`config.mk`:
```
export PLATFORM = sky130hd
export DESIGN_NAME = linear_ccd_sequencer
export DESIGN_NICKNAME = d
export VERILOG_FILES = /design/src/rtl/linear_ccd_sequencer.sv
export SDC_FILE = /design/constraint.sdc
export NUM_CORES = 1
export LEC_CHECK = 0
export CORE_MARGIN = 1
export CORE_UTILIZATION = 55
export CTS_BUF_LIST = sky130_fd_sc_hd__clkbuf_4
export DETAILED_ROUTE_END_ITERATION = 8
export GPL_TIMING_DRIVEN = 1
export PLACE_DENSITY = 0.92
export SYNTH_ARGS = -nofsm -noshare
export SYNTH_HDL_FRONTEND = slang
export SYNTH_SLANG_ARGS = --single-unit
export TNS_END_PERCENT = 100
```
`constraint.sdc`:
```
create_clock -name clk -period 6.85 [get_ports clk]
set_clock_uncertainty 0.05 [all_clocks]
set_input_delay 1.37 -clock clk [delete_from_list [all_inputs] [get_ports clk]]
set_output_delay 1.37 -clock clk [all_outputs]
set_load 0.02 [all_outputs]
```
`src/rtl/linear_ccd_sequencer.sv`:
```
// Linear CCD timing sequencer: reset/integration/readout waveforms, ADC strobing
// and per-pixel sample delivery to a frame buffer write port.
module linear_ccd_sequencer #(
    parameter int PIXELS    = 1024,
    parameter int ADC_W     = 8,
    parameter int HALF_PER  = 50,
    parameter int RESET_CYC = 1000,
    parameter int ADC_DLY   = 20,
    parameter int INT_W     = 26
) (
    input  logic                      clk,
    input  logic                      rst,
    input  logic                      start,
    input  logic                      continuous,
    input  logic [INT_W-1:0]          int_time,
    input  logic [1:0]                res_mode,
    input  logic [ADC_W-1:0]          ad_data,
    input  logic                      fifo_full,
    output logic                      ad_clk,
    output logic                      ad_oe,
    output logic                      ccd_clk,
    output logic                      ccd_rst,
    output logic                      ccd_sht,
    output logic                      ccd_data,
    output logic                      ccd_m0,
    output logic                      ccd_m1,
    output logic                      ccd_rm,
    output logic [ADC_W-1:0]          pix_data,
    output logic                      pix_valid,
    output logic                      pix_last,
    output logic [$clog2(PIXELS)-1:0] pix_idx,
    output logic                      busy,
    output logic                      frame_done,
    output logic                      overflow,
    output logic [15:0]               frame_cnt
);
    localparam int IW = $clog2(PIXELS);
    localparam int HW = $clog2(HALF_PER);
    localparam int RW = $clog2(RESET_CYC + 1);
    localparam int CW = (INT_W > RW) ? INT_W : RW;

    typedef enum logic [2:0] {S_IDLE, S_RESET, S_INTEG, S_START, S_READOUT, S_DONE} state_t;

    state_t             state_r, state_s;
    logic [CW-1:0]      cnt_r, cnt_s;
    logic [HW-1:0]      hcnt_r, hcnt_s;
    logic [1:0]         sub_r, sub_s;
    logic [IW-1:0]      idx_r, idx_s;
    logic [INT_W-1:0]   int_r, int_s;
    logic [1:0]         mode_r, mode_s;
    logic               ovf_r, ovf_s;
    logic [15:0]        fcnt_r, fcnt_s;
    logic               new_frame_s, hwrap_s, pend_r, cap_s, active_s;
    logic               ad_clk_r, ad_clk_s, ad_oe_r, ad_oe_s, ccd_clk_r, ccd_clk_s;
    logic               ccd_rst_r, ccd_rst_s, ccd_sht_r, ccd_sht_s, ccd_data_r, ccd_data_s;
    logic [1:0]         ccd_m_r, ccd_m_s;
    logic [ADC_W-1:0]   pix_data_r, pix_data_s;
    logic               pix_valid_r, pix_valid_s, pix_last_r, pix_last_s;
    logic               busy_r, busy_s, done_r, done_s;

    // Next-state and counter sequencing.
    always_comb begin
        state_s     = state_r;
        cnt_s       = cnt_r;
        hcnt_s      = hcnt_r;
        sub_s       = sub_r;
        idx_s       = idx_r;
        fcnt_s      = fcnt_r;
        new_frame_s = 1'b0;
        hwrap_s     = (hcnt_r == HW'(HALF_PER - 1));
        case (state_r)
            S_IDLE: begin
                if (start || continuous) begin
                    state_s     = S_RESET;
                    cnt_s       = {CW{1'b0}};
                    new_frame_s = 1'b1;
                end else begin
                    state_s = S_IDLE;
                end
            end
            S_RESET: begin
                if (cnt_r == CW'(RESET_CYC - 1)) begin
                    state_s = S_INTEG;
                    cnt_s   = {CW{1'b0}};
                end else begin
                    cnt_s = cnt_r + CW'(1);
                end
            end
            S_INTEG: begin
                if (cnt_r == CW'(int_r) - CW'(1)) begin
                    state_s = S_START;
                    cnt_s   = {CW{1'b0}};
                    hcnt_s  = {HW{1'b0}};
                    sub_s   = 2'd0;
                end else begin
                    cnt_s = cnt_r + CW'(1);
                end
            end
            S_START: begin
                if (hwrap_s) begin
                    hcnt_s = {HW{1'b0}};
                    if (sub_r == 2'd3) begin
                        state_s = S_READOUT;
                        sub_s   = 2'd0;
                        idx_s   = {IW{1'b0}};
                    end else begin
                        sub_s = sub_r + 2'd1;
                    end
                end else begin
                    hcnt_s = hcnt_r + HW'(1);
                end
            end
            S_READOUT: begin
                if (hwrap_s) begin
                    hcnt_s = {HW{1'b0}};
                    if (sub_r[0]) begin
                        sub_s = 2'd0;
                        if (idx_r == IW'(PIXELS - 1)) begin
                            state_s = S_DONE;
                            idx_s   = {IW{1'b0}};
                            fcnt_s  = fcnt_r + 16'd1;
                        end else begin
                            idx_s = idx_r + IW'(1);
                        end
                    end else begin
                        sub_s = 2'd1;
                    end
                end else begin
                    hcnt_s = hcnt_r + HW'(1);
                end
            end
            S_DONE: begin
                if (continuous) begin
                    state_s     = S_RESET;
                    cnt_s       = {CW{1'b0}};
                    new_frame_s = 1'b1;
                end else begin
                    state_s = S_IDLE;
                end
            end
            default: state_s = S_IDLE;
        endcase
    end

    // Per-frame settings latch and sticky drop flag.
    always_comb begin
        int_s  = int_r;
        mode_s = mode_r;
        if (pend_r && fifo_full) begin
            ovf_s = 1'b1;
        end else begin
            ovf_s = ovf_r;
        end
        if (new_frame_s) begin
            int_s  = (int_time == {INT_W{1'b0}}) ? INT_W'(1) : int_time;
            mode_s = res_mode;
            ovf_s  = 1'b0;
        end else begin
            int_s  = int_r;
            mode_s = mode_r;
        end
    end

    // Output decode from the upcoming state so every pin is a flop aligned with its state.
    always_comb begin
        active_s    = (state_s == S_RESET) || (state_s == S_INTEG) ||
                      (state_s == S_START) || (state_s == S_READOUT);
        ad_clk_s    = (state_s == S_READOUT) &&
                      (sub_s[0] ? (hcnt_s < HW'(ADC_DLY)) : (hcnt_s >= HW'(ADC_DLY)));
        cap_s       = ad_clk_r && !ad_clk_s;
        ad_oe_s     = (state_s == S_RESET);
        ccd_rst_s   = (state_s == S_RESET);
        ccd_sht_s   = (state_s == S_RESET) || (state_s == S_INTEG);
        ccd_clk_s   = (state_s == S_RESET) ||
                      ((state_s == S_START) && ((sub_s == 2'd0) || (sub_s == 2'd3))) ||
                      ((state_s == S_READOUT) && !sub_s[0]);
        ccd_data_s  = (state_s == S_START) && sub_s[1];
        ccd_m_s     = active_s ? mode_s : 2'b00;
        busy_s      = (state_s != S_IDLE);
        done_s      = (state_s == S_DONE);
        pix_valid_s = pend_r && !fifo_full;
        pix_last_s  = pend_r && !fifo_full && (idx_r == IW'(PIXELS - 1));
        if (state_s == S_DONE) begin
            pix_data_s = {ADC_W{1'b0}};
        end else if (cap_s) begin
            pix_data_s = ad_data;
        end else begin
            pix_data_s = pix_data_r;
        end
    end

    // State, counters and registered outputs.
    always_ff @(posedge clk) begin
        if (rst) begin
            state_r     <= S_IDLE;
            cnt_r       <= {CW{1'b0}};
            hcnt_r      <= {HW{1'b0}};
            sub_r       <= 2'd0;
            idx_r       <= {IW{1'b0}};
            int_r       <= {INT_W{1'b0}};
            mode_r      <= 2'd0;
            ovf_r       <= 1'b0;
            fcnt_r      <= 16'd0;
            pend_r      <= 1'b0;
            ad_clk_r    <= 1'b0;
            ad_oe_r     <= 1'b0;
            ccd_clk_r   <= 1'b0;
            ccd_rst_r   <= 1'b0;
            ccd_sht_r   <= 1'b0;
            ccd_data_r  <= 1'b0;
            ccd_m_r     <= 2'd0;
            pix_data_r  <= {ADC_W{1'b0}};
            pix_valid_r <= 1'b0;
            pix_last_r  <= 1'b0;
            busy_r      <= 1'b0;
            done_r      <= 1'b0;
        end else begin
            state_r     <= state_s;
            cnt_r       <= cnt_s;
            hcnt_r      <= hcnt_s;
            sub_r       <= sub_s;
            idx_r       <= idx_s;
            int_r       <= int_s;
            mode_r      <= mode_s;
            ovf_r       <= ovf_s;
            fcnt_r      <= fcnt_s;
            pend_r      <= cap_s;
            ad_clk_r    <= ad_clk_s;
            ad_oe_r     <= ad_oe_s;
            ccd_clk_r   <= ccd_clk_s;
            ccd_rst_r   <= ccd_rst_s;
            ccd_sht_r   <= ccd_sht_s;
            ccd_data_r  <= ccd_data_s;
            ccd_m_r     <= ccd_m_s;
            pix_data_r  <= pix_data_s;
            pix_valid_r <= pix_valid_s;
            pix_last_r  <= pix_last_s;
            busy_r      <= busy_s;
            done_r      <= done_s;
        end
    end

    assign ad_clk     = ad_clk_r;
    assign ad_oe      = ad_oe_r;
    assign ccd_clk    = ccd_clk_r;
    assign ccd_rst    = ccd_rst_r;
    assign ccd_sht    = ccd_sht_r;
    assign ccd_data   = ccd_data_r;
    assign ccd_m0     = ccd_m_r[0];
    assign ccd_m1     = ccd_m_r[1];
    assign ccd_rm     = 1'b0;
    assign pix_data   = pix_data_r;
    assign pix_valid  = pix_valid_r;
    assign pix_last   = pix_last_r;
    assign pix_idx    = idx_r;
    assign busy       = busy_r;
    assign frame_done = done_r;
    assign overflow   = ovf_r;
    assign frame_cnt  = fcnt_r;
endmodule

```
==> flow_summary.json <==
{
  "status": "completed",
  "cts_sinks": 112,
  "syn_area_um2": 6230,
  "synth_edf_count": 0,
  "diodes": 0,
  "core_um2": 10900,
  "hold_slack_ns": 0.463,
  "finalHoldViolCount": 0,
  "drv_slew": 0,
  "synthArstFlopShare_pct": 0,
  "grt-ovfl-total": 0,
  "setup_slack_ns": 2.55,
  "worst-path-buf-inv": 1,
  "netlist_instances": 742,
  "grt_pass1_wl_mm": 25.6,
  "use_met2_pct": 48.8,
  "busiest_layer": "met2",
  "antenna_left": 0,
  "cts_setup_buffers": 0,
  "initial_utilization_pct": 57.0,
  "hp-class": "register to register",
  "cp-start-kind": "register",
  "synth_top_cell_area_share_pct": 36.0,
  "power.density_nw_per_um2": 173,
  "setup_viol": 0,
  "grt_max_degree": 47,
  "slew_headroom_pct": 19.9,
  "fp.dieW_um": 108,
  "p_leak_uw": 0.00284,
  "hpwl_mm": 11.8,
  "path_class": "register to register",
  "path_max_fanout": 35,
  "pre_cts_slack_ns": 2.69,
  "clk_pin_slew_worst_paths_ns": 0.18,
  "slowest_stage": "nor4_1",
  "crit_end": "cnt_r[10]$_SDFFE_PP0P_",
  "r2r_start": "int_r[14]$_SDFFE_PP0P_",
  "design_area_um2": 7240,
  "vias_per_cell": 6.13,
  "cts_tree": "done",
  "crit_cells": 10,
  "rows": 38,
  "avgRoutedWirePerCell_um": 17.1,
  "nets": 843,
  "fin_crit_ns": 4.30,
  "numCtsBuffers": 9,
  "worstPathArrival_ns": 4.66,
  "crit_path_cell_trace": "nor4_1 > and4b_1 > nand2_1 > xnor2_1 > or4_4 > o41ai_4 > a2bb2oi_2 > buf_4 > nor2_1 > a221o_1",
  "yosys.area.top_type": "dfxtp_1",
  "wl_mm": 16.0,
  "ir_worst_vdd_v": 0.000152,
  "drtPass1Iterations": 5,
  "die_height_um": 108,
  "pin_count": 89,
  "drive_above_1_share_pct": 5.38,
  "crit_start": "int_r[14]$_SDFFE_PP0P_",
  "ys_warn_count": 0,
  "drc": 0,
  "syn-num-nets": 791,
  "ys.flop_type": "dfxtp_1",
  "vias": 5754,
  "required_ns": 7.21,
  "track_usage_pct": 27.7,
  "worstMarginPinSlew_ns": 1.20,
  "min_period_over_period_pct": 62.8,
  "io_buffers": 87,
  "yosys.cell_types.count": 68,
  "htreeDepth": 3,
  "r2r-end": "cnt_r[10]$_SDFFE_PP0P_",
  "place_area_um2": 7100,
  "ctsHoldBuffers": 0,
  "clk-insertion-delay-late_ns": 0.51,
  "ff2ff_setup_slack_ns": 2.55,
  "cts_buffer_depth": 2,
  "grt_pass1_vias": 5340,
  "gp_congestion": 0.971,
  "fmax_ghz": 0.233,
  "grt_use_met3_pct": 6.63,
  "dieArea_um2": 11800,
  "cap_violations": 0,
  "synth.avg_cell_area_um2": 8.40,
  "synth.most_common_cell": "dfxtp_1",
  "grt_util_met1_pct": 33.1,
  "max_stage_delay_ns": 0.65,
  "rsz0062_at_grt": "false",
  "drt-initial-drc-count": 456,
  "fin_setup_tns_ns": 0,
  "antenna_found_initial": 0,
  "yosysSeqAreaShare_pct": 36.0,
  "synthTopCellsByCount": "112 x dfxtp_1, 93 x nor2_1, 48 x nand2_1",
  "reg2regPathDepth": 10,
  "synth_area_leaders": "dfxtp_1 36%, nor2_1 5.6%, xor2_1 4.6%",
  "critPathTopFamily": "simple AND/OR/NAND/NOR gates",
  "synth-seq-cells": 112,
  "cts_root_buffer": "clkbuf_4",
  "endpoint_kind": "register",
  "area.growth.synth_to_final_pct": 16.2,
  "cts_resized": 0
}
## registers in the layout, indices dropped and copies added, names as in the netlist, 2 cells and up
register,cells
state_r,3
pix_data,8
cnt_r,26
ccd_m_r,2
pix_idx,10
hcnt_r,6
frame_cnt,16
int_r,26
mode_r,2
sub_r,2
## power by group
part	total, uW	switching, uW	internal [uW]
Combinational	217	120	97.2
Clock	335	243	92.2
Sequential	698	27.5	671
Total	1250	390	860
## kinds of logic after synthesis
family	share of synthesized area (%)
buffers and inverters	4.38
multiplexers	3.41
AO/OA/AOI/OAI	18.5
AND/OR/NAND/NOR	28.6
other	0.0602
XOR/XNOR	7.45
flip-flops	36.0
adder cells (fa/ha/maj)	1.61
## cells in the final DEF, fill, tap and decap left out, types with 17 or more instances in the layout
master | synthesis | routed
and3_1 | 19 | 19
o21ai_0 | 17 | 17
nor2_1 | 93 | 93
nor3_1 | 26 | 26
nand2_1 | 48 | 48
clkdlybuf4s50_1 | 0 | 86
mux2i_1 | 19 | 19
nand3_1 | 30 | 30
xnor2_1 | 20 | 20
xor2_1 | 33 | 33
dfxtp_1 | 112 | 112
nor4_1 | 18 | 18
a22o_1 | 31 | 31
a21oi_1 | 22 | 22
nor2b_1 | 17 | 17
## final cells by class
class                      instances  area (um^2)
sequential                       112         2240
clock buffer                      10         75.1
timing repair buffer              93          911
fill                             909         3700
tap                              140          175
inverter                          13         48.8
multi-input combinational        565         3720
clock inverter                     6         67.6
## metrics by stage
stage / utilization (%) / std cells / power [uW]
2_1_floorplan: - / 742 / 855
3_3_place_gp: 64.9 / 923 / 919
3_5_place_dp: 64.9 / 923 / 924
4_1_cts: 66.2 / 939 / 1250
5_1_grt: 66.2 / 939 / 1300
6_report: 66.2 / 939 / 1250
## layer usage
metal	share of wire (%)	wire (um)
met1	42	6700
met2	50	8000
met3	6.5	1040
met4	1.9	299
met5	0	0
## worst min-delay path by stage
stage,start,end,slack [ns],cells past startpoint
after global placement,mode_r[0]$_SDFF_PP0_,mode_r[0]$_SDFF_PP0_,0.42,2
after floorplan,mode_r[1]$_SDFF_PP0_,ccd_m_r[1]$_SDFF_PP0_,0.41,2
after detailed placement,mode_r[1]$_SDFF_PP0_,ccd_m_r[1]$_SDFF_PP0_,0.43,2
final,pend_r$_SDFF_PP0_,pix_valid$_SDFF_PP0_,0.46,1
after CTS,pend_r$_SDFF_PP0_,pix_valid$_SDFF_PP0_,0.46,1
after global routing,pend_r$_SDFF_PP0_,pix_valid$_SDFF_PP0_,0.49,1
(Power assumes the default switching activity.)
